**src/rtl/ysyx_ifu_axi.sv**
```systemverilog
// Instruction-fetch AXI4 read master: one outstanding fetch, optional 2-beat bursts.
// Define YSYX_IFU_AXI_BURST_EN to fetch aligned 8-byte bursts in [0xa0000000, 0xc0000000].
module ysyx_ifu_axi #(
    parameter int DATA_W = 32
) (
    input  logic              clk,
    input  logic              rst,
    input  logic [DATA_W-1:0] ifu_araddr_i,
    input  logic              ifu_arvalid_i,
    input  logic              ifu_required_i,
    output logic [DATA_W-1:0] ifu_rdata_o,
    output logic              ifu_rvalid_o,
    output logic              ifu_rerr_o,
    output logic [DATA_W-1:0] araddr,
    output logic              arvalid,
    input  logic              arready,
    output logic [7:0]        arlen,
    output logic [2:0]        arsize,
    output logic [1:0]        arburst,
    input  logic              rvalid,
    output logic              rready,
    input  logic [DATA_W-1:0] rdata,
    input  logic [1:0]        rresp,
    input  logic              rlast
);

    localparam logic [1:0] IDLE  = 2'd0;
    localparam logic [1:0] ADDR  = 2'd1;
    localparam logic [1:0] DATA  = 2'd2;
    localparam logic [1:0] DRAIN = 2'd3;

    logic [1:0]        state;
    logic              burst;
    logic [DATA_W-1:0] req_addr;

`ifdef YSYX_IFU_AXI_BURST_EN
    assign burst    = (ifu_araddr_i >= DATA_W'(32'ha0000000)) &&
                      (ifu_araddr_i <= DATA_W'(32'hc0000000));
    assign req_addr = burst ? (ifu_araddr_i & ~DATA_W'(4)) : ifu_araddr_i;
`else
    assign burst    = 1'b0;
    assign req_addr = ifu_araddr_i;
`endif

    assign arsize  = 3'b010;
    assign arburst = 2'b01;
    assign rready  = (state == DATA) || (state == DRAIN);

    always_ff @(posedge clk or negedge rst) begin
        if (!rst) begin
            state        <= IDLE;
            arvalid      <= 1'b0;
            araddr       <= '0;
            arlen        <= 8'd0;
            ifu_rvalid_o <= 1'b0;
            ifu_rerr_o   <= 1'b0;
            ifu_rdata_o  <= '0;
        end else begin
            ifu_rvalid_o <= 1'b0;
            case (state)
                IDLE: begin
                    if (ifu_arvalid_i) begin
                        araddr     <= req_addr;
                        arlen      <= burst ? 8'd1 : 8'd0;
                        arvalid    <= 1'b1;
                        ifu_rerr_o <= 1'b0;
                        state      <= ADDR;
                    end
                end
                ADDR: begin
                    // A flushed request still has to finish its AR handshake.
                    if (arready) begin
                        arvalid <= 1'b0;
                        state   <= ifu_required_i ? DATA : DRAIN;
                    end else if (!ifu_required_i) begin
                        state <= DRAIN;
                    end
                end
                DATA: begin
                    if (rvalid) begin
                        if (rresp != 2'b00) ifu_rerr_o <= 1'b1;
                        if (ifu_required_i) begin
                            ifu_rdata_o  <= rdata;
                            ifu_rvalid_o <= 1'b1;
                        end
                        if (rlast)                state <= IDLE;
                        else if (!ifu_required_i) state <= DRAIN;
                    end else if (!ifu_required_i) begin
                        state <= DRAIN;
                    end
                end
                DRAIN: begin
                    // Beats only count once the address phase has completed.
                    if (arvalid) begin
                        if (arready) arvalid <= 1'b0;
                    end else if (rvalid) begin
                        if (rresp != 2'b00) ifu_rerr_o <= 1'b1;
                        if (rlast) state <= IDLE;
                    end
                end
                default: state <= IDLE;
            endcase
        end
    end

endmodule

```
**config.mk**
```make
export PLATFORM = sky130hd
export DESIGN_NAME = ysyx_ifu_axi
export DESIGN_NICKNAME = d
export VERILOG_FILES = /design/src/rtl/ysyx_ifu_axi.sv
export SDC_FILE = /design/constraint.sdc
export NUM_CORES = 1
export LEC_CHECK = 0
export BUFFER_PORTS_ARGS = -buffer_cell sky130_fd_sc_hd__buf_4
export CORE_AREA = 4 4 102 104
export DETAILED_ROUTE_END_ITERATION = 8
export DIE_AREA = 0 0 106 108
export PLACE_DENSITY_LB_ADDON = 0.1
export SLEW_MARGIN = 20
export SYNTH_ARGS = -nofsm -noshare
export SYNTH_HDL_FRONTEND = slang
export SYNTH_SLANG_ARGS = --single-unit
```
**constraint.sdc**
```tcl
create_clock -name clk -period 4.2 [get_ports clk]
set_input_delay 0.84 -clock clk [delete_from_list [all_inputs] [get_ports clk]]
set_output_delay 0.84 -clock clk [all_outputs]
set_load 0.02 [all_outputs]
```
==> reports/results.tsv <==
metric	value	unit
insertion delay to the later sink of the worst-skew pair	330	ps
Die Y-Extent	108	um
floorplan die area	11400	sq um
Port-buffer cells	140	
Detail Placement HPWL	4360	um
CP bufs+invs	1	
clock network fraction of total power	0.148	
Distinct cells, synth	19	
setup TNS	0	ps
net switching fraction of the power	0.366	
clock root buffer	sky130_fd_sc_hd__clkbuf_8	
count of cells along the worst hold path	1	
Reg2Reg Launch Point	state[0]$_DFFE_PN0P_	
most utilized layer in the global route result	met2	
number of rows created at floorplan	36	
proportion of power drawn by flip-flops and latches	0.380	
met1 global-route usage	0.119	
GR Util met2	0.176	
number of antenna cells inserted	0	
met3 track utilization from global routing	0.0501	
slew at the pin closest to its max-slew limit	884	ps
clock-pin slew on the worst setup and hold paths	70	ps
Crit Path Max Fanout	9	
endpoint of the worst-slack reg-to-reg timing path	ifu_rdata_o[6]$_DFFE_PN0P_	
combinational cell fraction of total power	0.472	
Cell Chain, Critical Path	buf_4	
type of destination of the critical path	output pin	
wire length reported by the detailed router	6080	um
final period utilization	0.461	
Vias	1882	
fill cell count	949	
synthesis warning total	0	
number of cells on the worst reg-to-reg path	2	
Peak VDD IR	0.000324	V
final critical-path required period	1930	ps
combined area of the multi-input logic cells	896	sq um
maximum clock path buffer count	2	
CP delay by family, top	flip-flops	
count of TritonRoute iterations in the first routing pass	2	
endpoint with the worst hold slack	araddr[24]$_DFFE_PN0P_	
Cell Int Power	1.99	mW
total grt overflow	0	
Max Freq	517	MHz
maximum number of pins on one net before global-route repair	70	
top cell type's share of synthesized area	0.623	
number of design-rule violations left by the first detailed-router iteration	61	
antenna violations before repair	0	
most used standard cells in the synthesized netlist	sky130_fd_sc_hd__dfrtp_1 (69), sky130_fd_sc_hd__mux2_2 (59), sky130_fd_sc_hd__buf_4 (17)	
biggest area contributors in the synthesized netlist	sky130_fd_sc_hd__dfrtp_1 (62%), sky130_fd_sc_hd__mux2_2 (24%), sky130_fd_sc_hd__buf_4 (4.6%), sky130_fd_sc_hd__mux2_1 (2.0%), sky130_fd_sc_hd__buf_6 (1.6%)	
post-DR wirelength/cell	13.4	um
path type of the worst min-delay path	flip-flop to flip-flop	
Post-synth EDFFs	0	
final design utilization	0.422	
slack of the worst reg-to-reg path	2490	ps
layout-stage area growth over the synthesis result	45.3	%
max-cap check violation count	0	
Post-Synthesis Cells	177	
pre-CTS setup slack	2080	ps
category of the most critical setup path	flip-flop to output pin	
proportion of synthesized chip area in sequential cells	0.623	
number of levels in the clock H-tree	3	
FF+latch area	1730	sq um
delay contributed by the slowest stage of the critical path	560	ps
Hold Buf Count CTS	0	
element type at the critical path start	flip-flop	
Pleak	1.97	nW
I/O pin count	154	
data arrival at the endpoint of the critical path	1090	ps
Worst Setup Slack, final	2270	ps
global-route total usage across every layer	0.107	
Worst Hold Launch	araddr[24]$_DFFE_PN0P_	
TritonCTS buffer count	9	
Layout Cells excl Fill	454	
number of buffers added for setup after CTS	0	
number of gates resized after CTS	0	
hold violation count in the final report	0	
register bit count reported by yosys	69	
DR vias/cell	4.15	
required time of the critical path	3360	ps
Final Setup Violations	0	
first-pass GRT wire length	9570	um
clock tree sinks	69	
CTS tree	built	
RSZ-0062 raised after global routing	false	
fraction of registers with async set or reset after synthesis	1.00	
Main synth FF type	sky130_fd_sc_hd__dfrtp_1	
layout net count	391	
most frequently used cell type in the post-synthesis netlist	sky130_fd_sc_hd__dfrtp_1	
switching pwr	1.15	mW
mean area per synthesized cell	15.7	sq um
gpl congestion	0.663	
Max Transition Viols Final	0	
vias in the first global route	1982	
Die Width	106	um
hold slack final	489	ps
largest area contributor in the synthesized netlist	sky130_fd_sc_hd__dfrtp_1	
relative slew slack	0.411	
run status	completed	
fraction of final layout cells with drive strength greater than 1	0.670	
placeable core region	9550	sq um
worst-path cell with the longest stage delay	sky130_fd_sc_hd__dfrtp_1	
cell area after synthesis	2770	sq um
Initial Util	0.290	
Detail Route Antenna Nets	0	
number of DRC violations after detailed routing	0	
placed cell count	440	
Pwr Density	778	nW/um^2
worst-case clock skew	9.56	ps
## cell families after synthesis
family | Yosys count | synth area share
flops | 69 | 0.623
mux | 64 | 0.260
buf+inv | 26 | 0.0690
compound gates | 11 | 0.0248
simple gates | 5 | 0.0208
other cells | 2 | 0.00271
## power groups by stage
stage,clock (mW),sequential [mW],combinational [mW]
3_3_place_gp,0,1.20,1.50
3_5_place_dp,0,1.20,1.51
5_1_grt,0.525,1.24,1.57
2_1_floorplan,0,1.57,0.488
4_1_cts,0.501,1.20,1.51
6_report,0.464,1.19,1.48
## placed cells by master, fill, tap and decap left out
cell type                  Yosys  routed
sky130_fd_sc_hd__a21oi_1       2       2
sky130_fd_sc_hd__a31oi_1       1       1
sky130_fd_sc_hd__buf_4        17     141
sky130_fd_sc_hd__clkbuf_1      1       1
sky130_fd_sc_hd__clkbuf_8      0      11
sky130_fd_sc_hd__clkinv_2      0       2
sky130_fd_sc_hd__conb_1        2      13
sky130_fd_sc_hd__dfrtp_1      69      69
sky130_fd_sc_hd__inv_1         4       4
sky130_fd_sc_hd__mux2_1        5       5
sky130_fd_sc_hd__mux2_2       59      59
sky130_fd_sc_hd__nand2_1       1       1
sky130_fd_sc_hd__nand3_1       1       1
sky130_fd_sc_hd__nand4b_4      1       1
sky130_fd_sc_hd__nor2b_1       1       1
sky130_fd_sc_hd__nor3b_4       1       1
sky130_fd_sc_hd__o211ai_1      2       2
sky130_fd_sc_hd__o21ai_0       3       3
sky130_fd_sc_hd__o22ai_1       2       2
sky130_fd_sc_hd__o32a_1        1       1
## metal layers
layer | wire, um | part of all wire | up-vias
li1 | - | - | 871
met1 | 2440 | 0.40 | 914
met2 | 2950 | 0.48 | 89
met3 | 605 | 0.10 | 8
met4 | 81 | 0.013 | 0
met5 | 0 | 0 | -
## through the flow
stage / power (mW) / cell area, sq um
after floorplan: 2.06 / 2810
after global placement: 2.69 / 3860
after detailed placement: 2.71 / 3860
after CTS: 3.20 / 4030
after global routing: 3.34 / 4030
final: 3.13 / 4030
## worst max path at each step
stage | start | to | slack (ps) | cells past startpoint
after floorplan | ifu_arvalid_i | araddr[15]$_DFFE_PN0P_ | 2450 | 3
after global placement | ifu_required_i | ifu_rdata_o[30]$_DFFE_PN0P_ | 2110 | 3
after detailed placement | ifu_required_i | ifu_rdata_o[5]$_DFFE_PN0P_ | 2080 | 3
after CTS | state[1]$_DFFE_PN0P_ | rready | 2210 | 1
after global routing | state[1]$_DFFE_PN0P_ | rready | 2170 | 1
final | state[1]$_DFFE_PN0P_ | rready | 2270 | 1
## state kept, by name, indices dropped and copies added, names as in the netlist
register	count
araddr	32
ifu_rdata_o	32
state	2
arvalid	1
ifu_rerr_o	1
ifu_rvalid_o	1
## cell type report
class | instances | area share
clock inverter | 2 | 0.00249
sequential | 69 | 0.429
inverter | 4 | 0.00373
timing repair buffer | 141 | 0.263
clock buffer | 12 | 0.0385
tap | 133 | 0.0413
multi-input combinational | 93 | 0.222
Power figures use the tool's default switching activity.
